$ cat config.mk
export PLATFORM = sky130hd
export DESIGN_NAME = regfile_sb
export DESIGN_NICKNAME = d
export VERILOG_FILES = /design/src/rtl/regfile_pkg.sv /design/src/rtl/sb_counter.sv /design/src/rtl/regfile_sb.sv
export SDC_FILE = /design/constraint.sdc
export NUM_CORES = 2
export LEC_CHECK = 0
export ABC_AREA = 0
export CORE_MARGIN = 1.5
export CORE_UTILIZATION = 50
export DETAILED_ROUTE_END_ITERATION = 12
export PLACE_DENSITY_LB_ADDON = 0.3
export SLEW_MARGIN = 25
export SYNTH_ARGS = -nofsm -noshare
export SYNTH_HDL_FRONTEND = slang
export SYNTH_SLANG_ARGS = --single-unit
$ cat constraint.sdc
create_clock -name CLK -period 41.1 [get_ports CLK]
set_input_delay 6.165 -clock CLK [delete_from_list [all_inputs] [get_ports CLK]]
set_output_delay 6.165 -clock CLK [all_outputs]
set_load 0.1 [all_outputs]
$ cat src/rtl/regfile_pkg.sv
// Shared register-file constants used by regfile_sb and by the decode and hazard units.
package regfile_pkg;

   localparam int RF_DATA_W = 32;
   localparam int RF_ADDR_W = 5;
   localparam int RF_CNT_W  = 2;

   // Hard-wired zero register when ZERO_REG is enabled.
   localparam logic [RF_ADDR_W-1:0] ZERO_ADDR = '0;

endpackage

$ cat src/rtl/sb_counter.sv
// Saturating up/down pending-write counter for one register, with flush clear and
// per-cycle overflow/underflow strobes.
module sb_counter #(
   parameter int CNT_W = 2
) (
   input  logic             CLK,
   input  logic             RST,
   input  logic             inc_i,
   input  logic             dec_i,
   input  logic             clr_i,
   output logic [CNT_W-1:0] cnt_o,
   output logic             ovf_o,
   output logic             unf_o
);

   localparam logic [CNT_W-1:0] CNT_MAX = '1;

   logic [CNT_W-1:0] cnt_q;
   logic [CNT_W-1:0] cnt_d;

   // A clear discards same-cycle counts, so it also suppresses the error strobes.
   always_comb begin
      cnt_d = cnt_q;
      ovf_o = 1'b0;
      unf_o = 1'b0;
      if (clr_i) begin
         cnt_d = '0;
      end else if (inc_i && !dec_i) begin
         if (cnt_q == CNT_MAX) ovf_o = 1'b1;
         else                  cnt_d = cnt_q + CNT_W'(1);
      end else if (dec_i && !inc_i) begin
         if (cnt_q == '0) unf_o = 1'b1;
         else             cnt_d = cnt_q - CNT_W'(1);
      end
   end

   always_ff @(posedge CLK or posedge RST) begin
      if (RST) cnt_q <= '0;
      else     cnt_q <= cnt_d;
   end

   assign cnt_o = cnt_q;

endmodule

$ cat src/rtl/regfile_sb.sv
// Multi-read-port register file with write-through bypass and a per-register
// pending-write scoreboard that flags RAW hazards the bypass cannot cover.
module regfile_sb
   import regfile_pkg::*;
#(
   parameter int DATA_W   = RF_DATA_W,
   parameter int ADDR_W   = RF_ADDR_W,
   parameter int NUM_RD   = 2,
   parameter int CNT_W    = RF_CNT_W,
   parameter int ZERO_REG = 1
) (
   input  logic                     CLK,
   input  logic                     RST,
   input  logic                     WE,
   input  logic [ADDR_W-1:0]        WADDR,
   input  logic [DATA_W-1:0]        WDATA,
   input  logic [NUM_RD*ADDR_W-1:0] RADDR,
   output logic [NUM_RD*DATA_W-1:0] RDATA,
   output logic [NUM_RD-1:0]        RBUSY,
   input  logic                     ISSUE,
   input  logic [ADDR_W-1:0]        ISSUE_ADDR,
   input  logic                     FLUSH,
   output logic                     SB_ERR
);

   localparam int DEPTH = 2 ** ADDR_W;

   logic [DATA_W-1:0] mem_q [DEPTH];
   logic [CNT_W-1:0]  cnt   [DEPTH];
   logic [DEPTH-1:0]  ovf_v;
   logic [DEPTH-1:0]  unf_v;
   logic              err_q;
   logic              err_d;
   logic              we_eff;
   logic              issue_eff;

   // Accesses to the hard-wired zero register are dropped before storage and scoreboard.
   assign we_eff    = WE    && !(ZERO_REG != 0 && WADDR      == ADDR_W'(ZERO_ADDR));
   assign issue_eff = ISSUE && !(ZERO_REG != 0 && ISSUE_ADDR == ADDR_W'(ZERO_ADDR));

   always_ff @(posedge CLK or posedge RST) begin
      if (RST) begin
         for (int k = 0; k < DEPTH; k++) mem_q[k] <= '0;
      end else if (we_eff) begin
         mem_q[WADDR] <= WDATA;
      end
   end

   for (genvar j = 0; j < DEPTH; j++) begin : g_sb
      logic inc;
      logic dec;
      logic same;

      // Issue and writeback to the same register in one cycle cancel out.
      assign same = issue_eff && we_eff && (ISSUE_ADDR == WADDR);
      assign inc  = issue_eff && (ISSUE_ADDR == ADDR_W'(j)) && !same;
      assign dec  = we_eff    && (WADDR      == ADDR_W'(j)) && !same;

      sb_counter #(
         .CNT_W (CNT_W)
      ) u_cnt (
         .CLK   (CLK),
         .RST   (RST),
         .inc_i (inc),
         .dec_i (dec),
         .clr_i (FLUSH),
         .cnt_o (cnt[j]),
         .ovf_o (ovf_v[j]),
         .unf_o (unf_v[j])
      );
   end

   assign err_d = err_q || (|ovf_v) || (|unf_v);

   always_ff @(posedge CLK or posedge RST) begin
      if (RST) err_q <= 1'b0;
      else     err_q <= err_d;
   end

   assign SB_ERR = err_q;

   for (genvar i = 0; i < NUM_RD; i++) begin : g_rd
      logic [ADDR_W-1:0] ra;
      logic              is_zero;
      logic              byp;
      logic [CNT_W-1:0]  rcnt;

      assign ra      = RADDR[i*ADDR_W +: ADDR_W];
      assign is_zero = (ZERO_REG != 0) && (ra == ADDR_W'(ZERO_ADDR));
      assign byp     = we_eff && (WADDR == ra);
      assign rcnt    = cnt[ra];

      assign RDATA[i*DATA_W +: DATA_W] = is_zero ? '0 : (byp ? WDATA : mem_q[ra]);

      // The last outstanding write landing this cycle is covered by the bypass.
      assign RBUSY[i] = !is_zero && (rcnt != '0) && !(byp && rcnt == CNT_W'(1));
   end

endmodule

* Word-level counts from Yosys, hierarchy flattened
Index checks and enable logic that the tools add are counted.
Storage, ports and cells: bits in registers 1089, input bits 57, output and inout bits 67, logic and storage cells 1084
Operators by class: add/sub/neg operators 64, order comparisons 4, equality and inequality tests 163, mux-type cells 403, bitwise logic cells 3, reductions and logical operators 382
Operator list (number):
- 1024-bit bitwise mux | 1
- 2-bit two-way mux | 164
- 32-bit binary-select mux with 5-bit select | 2
- 32-bit two-way mux | 9
- 1-bit two-way mux | 224
- 1-bit logical AND | 205
- 32-bit demux with 5-bit select | 1
- 5-bit == test, second input constant | 32
- 3-bit by 2-bit != test with 1-bit output, second input constant | 32
- 3-bit != test, second input constant | 32
- 3-bit AND reduction | 32
- 3-bit nonzero test | 32
- 5-bit by 4-bit == test with 1-bit output, second input constant | 16
- 1-bit logical NOT | 71
- 2-bit by 1-bit adder with 2-bit output, second input constant | 32
- 2-bit == test, second input constant | 32
- 2-bit logical NOT | 32
- 32-bit OR reduction | 2
- 2-bit by 1-bit subtractor with 2-bit output, second input constant | 32
- 5-bit by 3-bit == test with 1-bit output, second input constant | 8
- 2-bit binary-select mux with 5-bit select | 2
- 5-bit by 2-bit == test with 1-bit output, second input constant | 4
- 5-bit logical NOT | 4
- 6-bit greater-or-equal comparator, second input constant | 3
- 7 further kinds | 15

* Longest topological paths before layout
word-level depth 14, gate-level depth with buffers 11, gate-level depth less buffers 7

* Hierarchy
From an unflattened synthesis, not the netlist that was laid out.
Second synthesis, totals: cell total of the unflattened synthesis 4448, area, all modules 61534.0 um^2
Modules (own cells, without submodules):
- regfile_sb | times used 1, cells each 3968, area an instance 57209.9 um^2, sequential area each 25649.6 um^2
- sb_counter | times used 32, cells each 15, area an instance 135.1 um^2, sequential area each 50.0 um^2

* Worst setup path before layout
No wires, ideal clock.
kind input -> output, start in RADDR[4], end out RDATA[23], arrival 9841 ps, data required time 34935 ps, path slack 25094 ps, stages 8, path buffers 4, cell sequence buf_2 buf_2 clkbuf_1 clkbuf_1 o21ai_0 nand2_1 o21ai_0 a211oi_1
Between the ends: cells in the longest elaborated chain, start to end 6, elaborated cells on any way between the ends 9, classes of those cells eq/ne (1); mux (5); bitwise (1); reduce/logical (2)
RTL lines:
- from (decl) | RTL line regfile_sb.sv:17 | input logic [NUM_RD*ADDR_W-1:0] RADDR,
- 5-bit NOT with 6-bit output (not written as such) | RTL line regfile_sb.sv:93 | assign RDATA[i*DATA_W +: DATA_W] = is_zero ? '0 : (byp ? WDATA : mem_q[ra]);
- 32-bit binary-select mux with 5-bit select | RTL line regfile_sb.sv:93
- 32-bit two-way mux (not written as such) (2 in series) | RTL line regfile_sb.sv:93
- 32-bit two-way mux | RTL line regfile_sb.sv:93
- 32-bit two-way mux * | RTL line regfile_sb.sv:93
- to (decl) | RTL line regfile_sb.sv:18 | output logic [NUM_RD*DATA_W-1:0] RDATA,
Every way passes the cells marked *; elsewhere a longest branch is shown, timed or not. The select of a mux whose other input is x is not followed.

* Worst setup path after layout
start in RADDR[0], end out RDATA[6]
The elaborated chain is that of the path after synthesis.

==> flow_summary.ini <==
[sta]
fin_crit_sh_pct = 42.5
final_max_slew_viol_count = 0
max_freq_mhz = 57.3
post-route-min-period_ps = 17450
finalSetupTns_ps = 0
rsz0062_at_grt = false
tightest_slew_ps = 1160
slew_headroom_pct = 22.5
hold_viol = 0
clock_skew_ps = 38.8
setup_viol = 0

[placed_design]
dp_hpwl_um = 103000
io_buffers = 123
routabilityCongestion = 0.954
dpl_cell_area_sq_um = 62800

[worst_hold_path]
hold_path_end = mem_q[1008]$_DFFE_PP0P_
min-delay-start = mem_q[1008]$_DFFE_PP0P_
hp-class = reg -> reg
hold_depth = 0

[clock_network]
cts_max_path_buffers = 3
clk_pin_slew_ps = 60
cts_tree = done
root_buffer = clkbuf_16
htreeDepth = 3
ctsResizeCount = 0
cts_setup_buffers = 0
clock_latency_ps = 740
cts_hold_buf = 0
cts.sinks = 1089
cts_made_buffers = 115

[drt]
dr.pass1.iters = 8
post_drt_wl_per_cell_um = 30.8
drt-total-wl_um = 193000
dr.first_iter.drc_count = 4784
ant_nets = 0
via_per_inst = 6.71
drc_errors = 0
vias = 42100

[critical_path]
rr_endpoint = SB_ERR$_DFF_PP0_
worstPathRequired_ps = 34940
worst_setup_path_end_kind = output port
crit_path_top_delay_cell = clkdlybuf4s50_1
crit_type = in -> out
cp_max_fo = 60
path_cells = buf_8, buf_4, buf_4, mux4_2, mux2i_1, mux4_2, a211oi_1, clkdlybuf4s50_1
crit_path_max_incr_delay_ps = 1300
r2r_cells = 7
startpoint_type = input pin
regToRegSetupSlack_ps = 38960
arrival_ps = 11290
r2r_start = g_sb[29].u_cnt.cnt_o[1]$_DFFE_PP0P_

[power_and_ir_drop]
switchingPower_uw = 988
p_comb_share_pct = 23.8
clockPowerShare_pct = 33.3
switching_share_pct = 30.3
vdd_ir_drop_max_mv = 0.0389
p_leak_uw = 0.0294
p_int_uw = 2280
power_uw = 3260
power_density_nw_per_um2 = 48.8
pwr-share-seq_pct = 42.9

[synth]
yosysSeqAreaShare_pct = 45.1
yosysWarnings = 0
synth_area_leaders = dfrtp_1, mux4_2, mux2_2
syn_area_per_cell_sq_um = 12.9
synth_area_sq_um = 60400
synth_cell_types = 66
yosysTopAreaCell = dfrtp_1
synth-main-ff-cell = dfrtp_1
synth_top_area_share_pct = 45.1
synth_edf_count = 0
synth_fp_nets = 4750
syn_inst = 4693
ys_ff_latch = 1089
ys_async_sr_fraction_pct = 100

[run_status]
status = finished, final reports clean

[die]
die_y_um = 351
die_area_sq_um = 123000
ioPinCount = 124
start_util_pct = 50.4
coreArea_sq_um = 120000
num_rows = 127
die_w_um = 351

[grt]
grt_pass1_wl_um = 287000
grt_pass1_vias = 42100
overflow = 0
antenna_found_initial = 2
grt_max_degree = 138
track_usage_pct = 31.9

[layout]
n_fill_cell = 9595
drive_gt1_share_pct = 37.1
layout_commonest_cell = dfrtp_1
fin_area_sq_um = 66800
area_growth_pct = 10.6
multi_input_area_sq_um = 31500
final_cell_mix = dfrtp_1, nand2_1, mux2_2, mux4_2, nor2_1
nets = 4622
register_area_sq_um = 27300

[run]
cap_violations = 0
==> how the worst max path moves through the flow <==
stage,start,to
finish,RADDR[0],RDATA[6]
CTS,RADDR[0],RDATA[6]
global route,RADDR[0],RDATA[6]
detailed placement,RADDR[0],RDATA[6]
global placement,RADDR[0],RDATA[6]
floorplan,RST,SB_ERR$_DFF_PP0_
==> per-layer routing <==
metal	routed length [um]	GRT usage (%)
met3	19500	7.45
met4	8900	14.3
met1	74000	42.7
met2	90800	50.0
met5	20	0
==> through the flow <==
| stage | worst slack, ps | utilization (%) | hold slack, ps | std cells |
|---|---|---|---|---|
| after floorplan | 4280 | - | 441 | 4693 |
| after detailed placement | 23620 | 52.4 | 383 | 6058 |
| after CTS | 23600 | 55.6 | 397 | 6266 |
| after global placement | 23690 | 52.4 | 377 | 6057 |
| after global routing | 23460 | 55.7 | 406 | 6268 |
| final | 23650 | 55.7 | 393 | 6269 |
==> synth_stat cells, drive strengths merged (19+ instances only) <==
| cell | n |
|---|---|
| dfrtp | 1089 |
| nand2 | 1037 |
| nor2 | 139 |
| mux4 | 658 |
| nor3 | 75 |
| a211oi | 78 |
| nand2b | 19 |
| o21ai | 79 |
| mux2i | 89 |
| clkbuf | 299 |
| mux2 | 697 |
| buf | 178 |
| a21oi | 75 |
==> power by group through the flow <==
| stage | combinational, uW | sequential (uW) | clock, uW |
|---|---|---|---|
| finish | 777 | 1400 | 1090 |
| floorplan | 618 | 1370 | 0 |
| global placement | 757 | 1400 | 0 |
| detailed placement | 772 | 1410 | 0 |
| CTS | 775 | 1400 | 1100 |
| global route | 821 | 1420 | 1140 |
==> cells by family after synthesis <==
kind of cell / count (synthesis) / share of synthesized area, %
AO/OA/AOI/OAI: 268 / 2.75
XOR/XNOR: 15 / 0.217
flip-flops: 1089 / 45.1
multiplexers: 1444 / 39.0
buffers and inverters: 485 / 3.42
AND/OR/NAND/NOR: 1392 / 9.54
==> worst max-delay path: cells and delay by family <==
family / cells / cell delay (ps)
compound gates: 1 / 650
mux: 3 / 970
buf+inv: 4 / 3380
==> state kept, by name, summed over array words and instances (netlist names) <==
name,count
mem_q,1024
g_sb.u_cnt.cnt_o,64
SB_ERR,1
==> area by class of cell <==
cell class / instances / area share, %
multi-input combinational: 3119 / 47.1
sequential: 1089 / 40.8
clock buffer: 164 / 4.93
timing repair buffer: 232 / 3.23
tap: 1612 / 3.02
clock inverter: 44 / 0.934
inverter: 8 / 0.0636
antenna: 1 / 0.00374
Power figures use the tool's default switching activity.
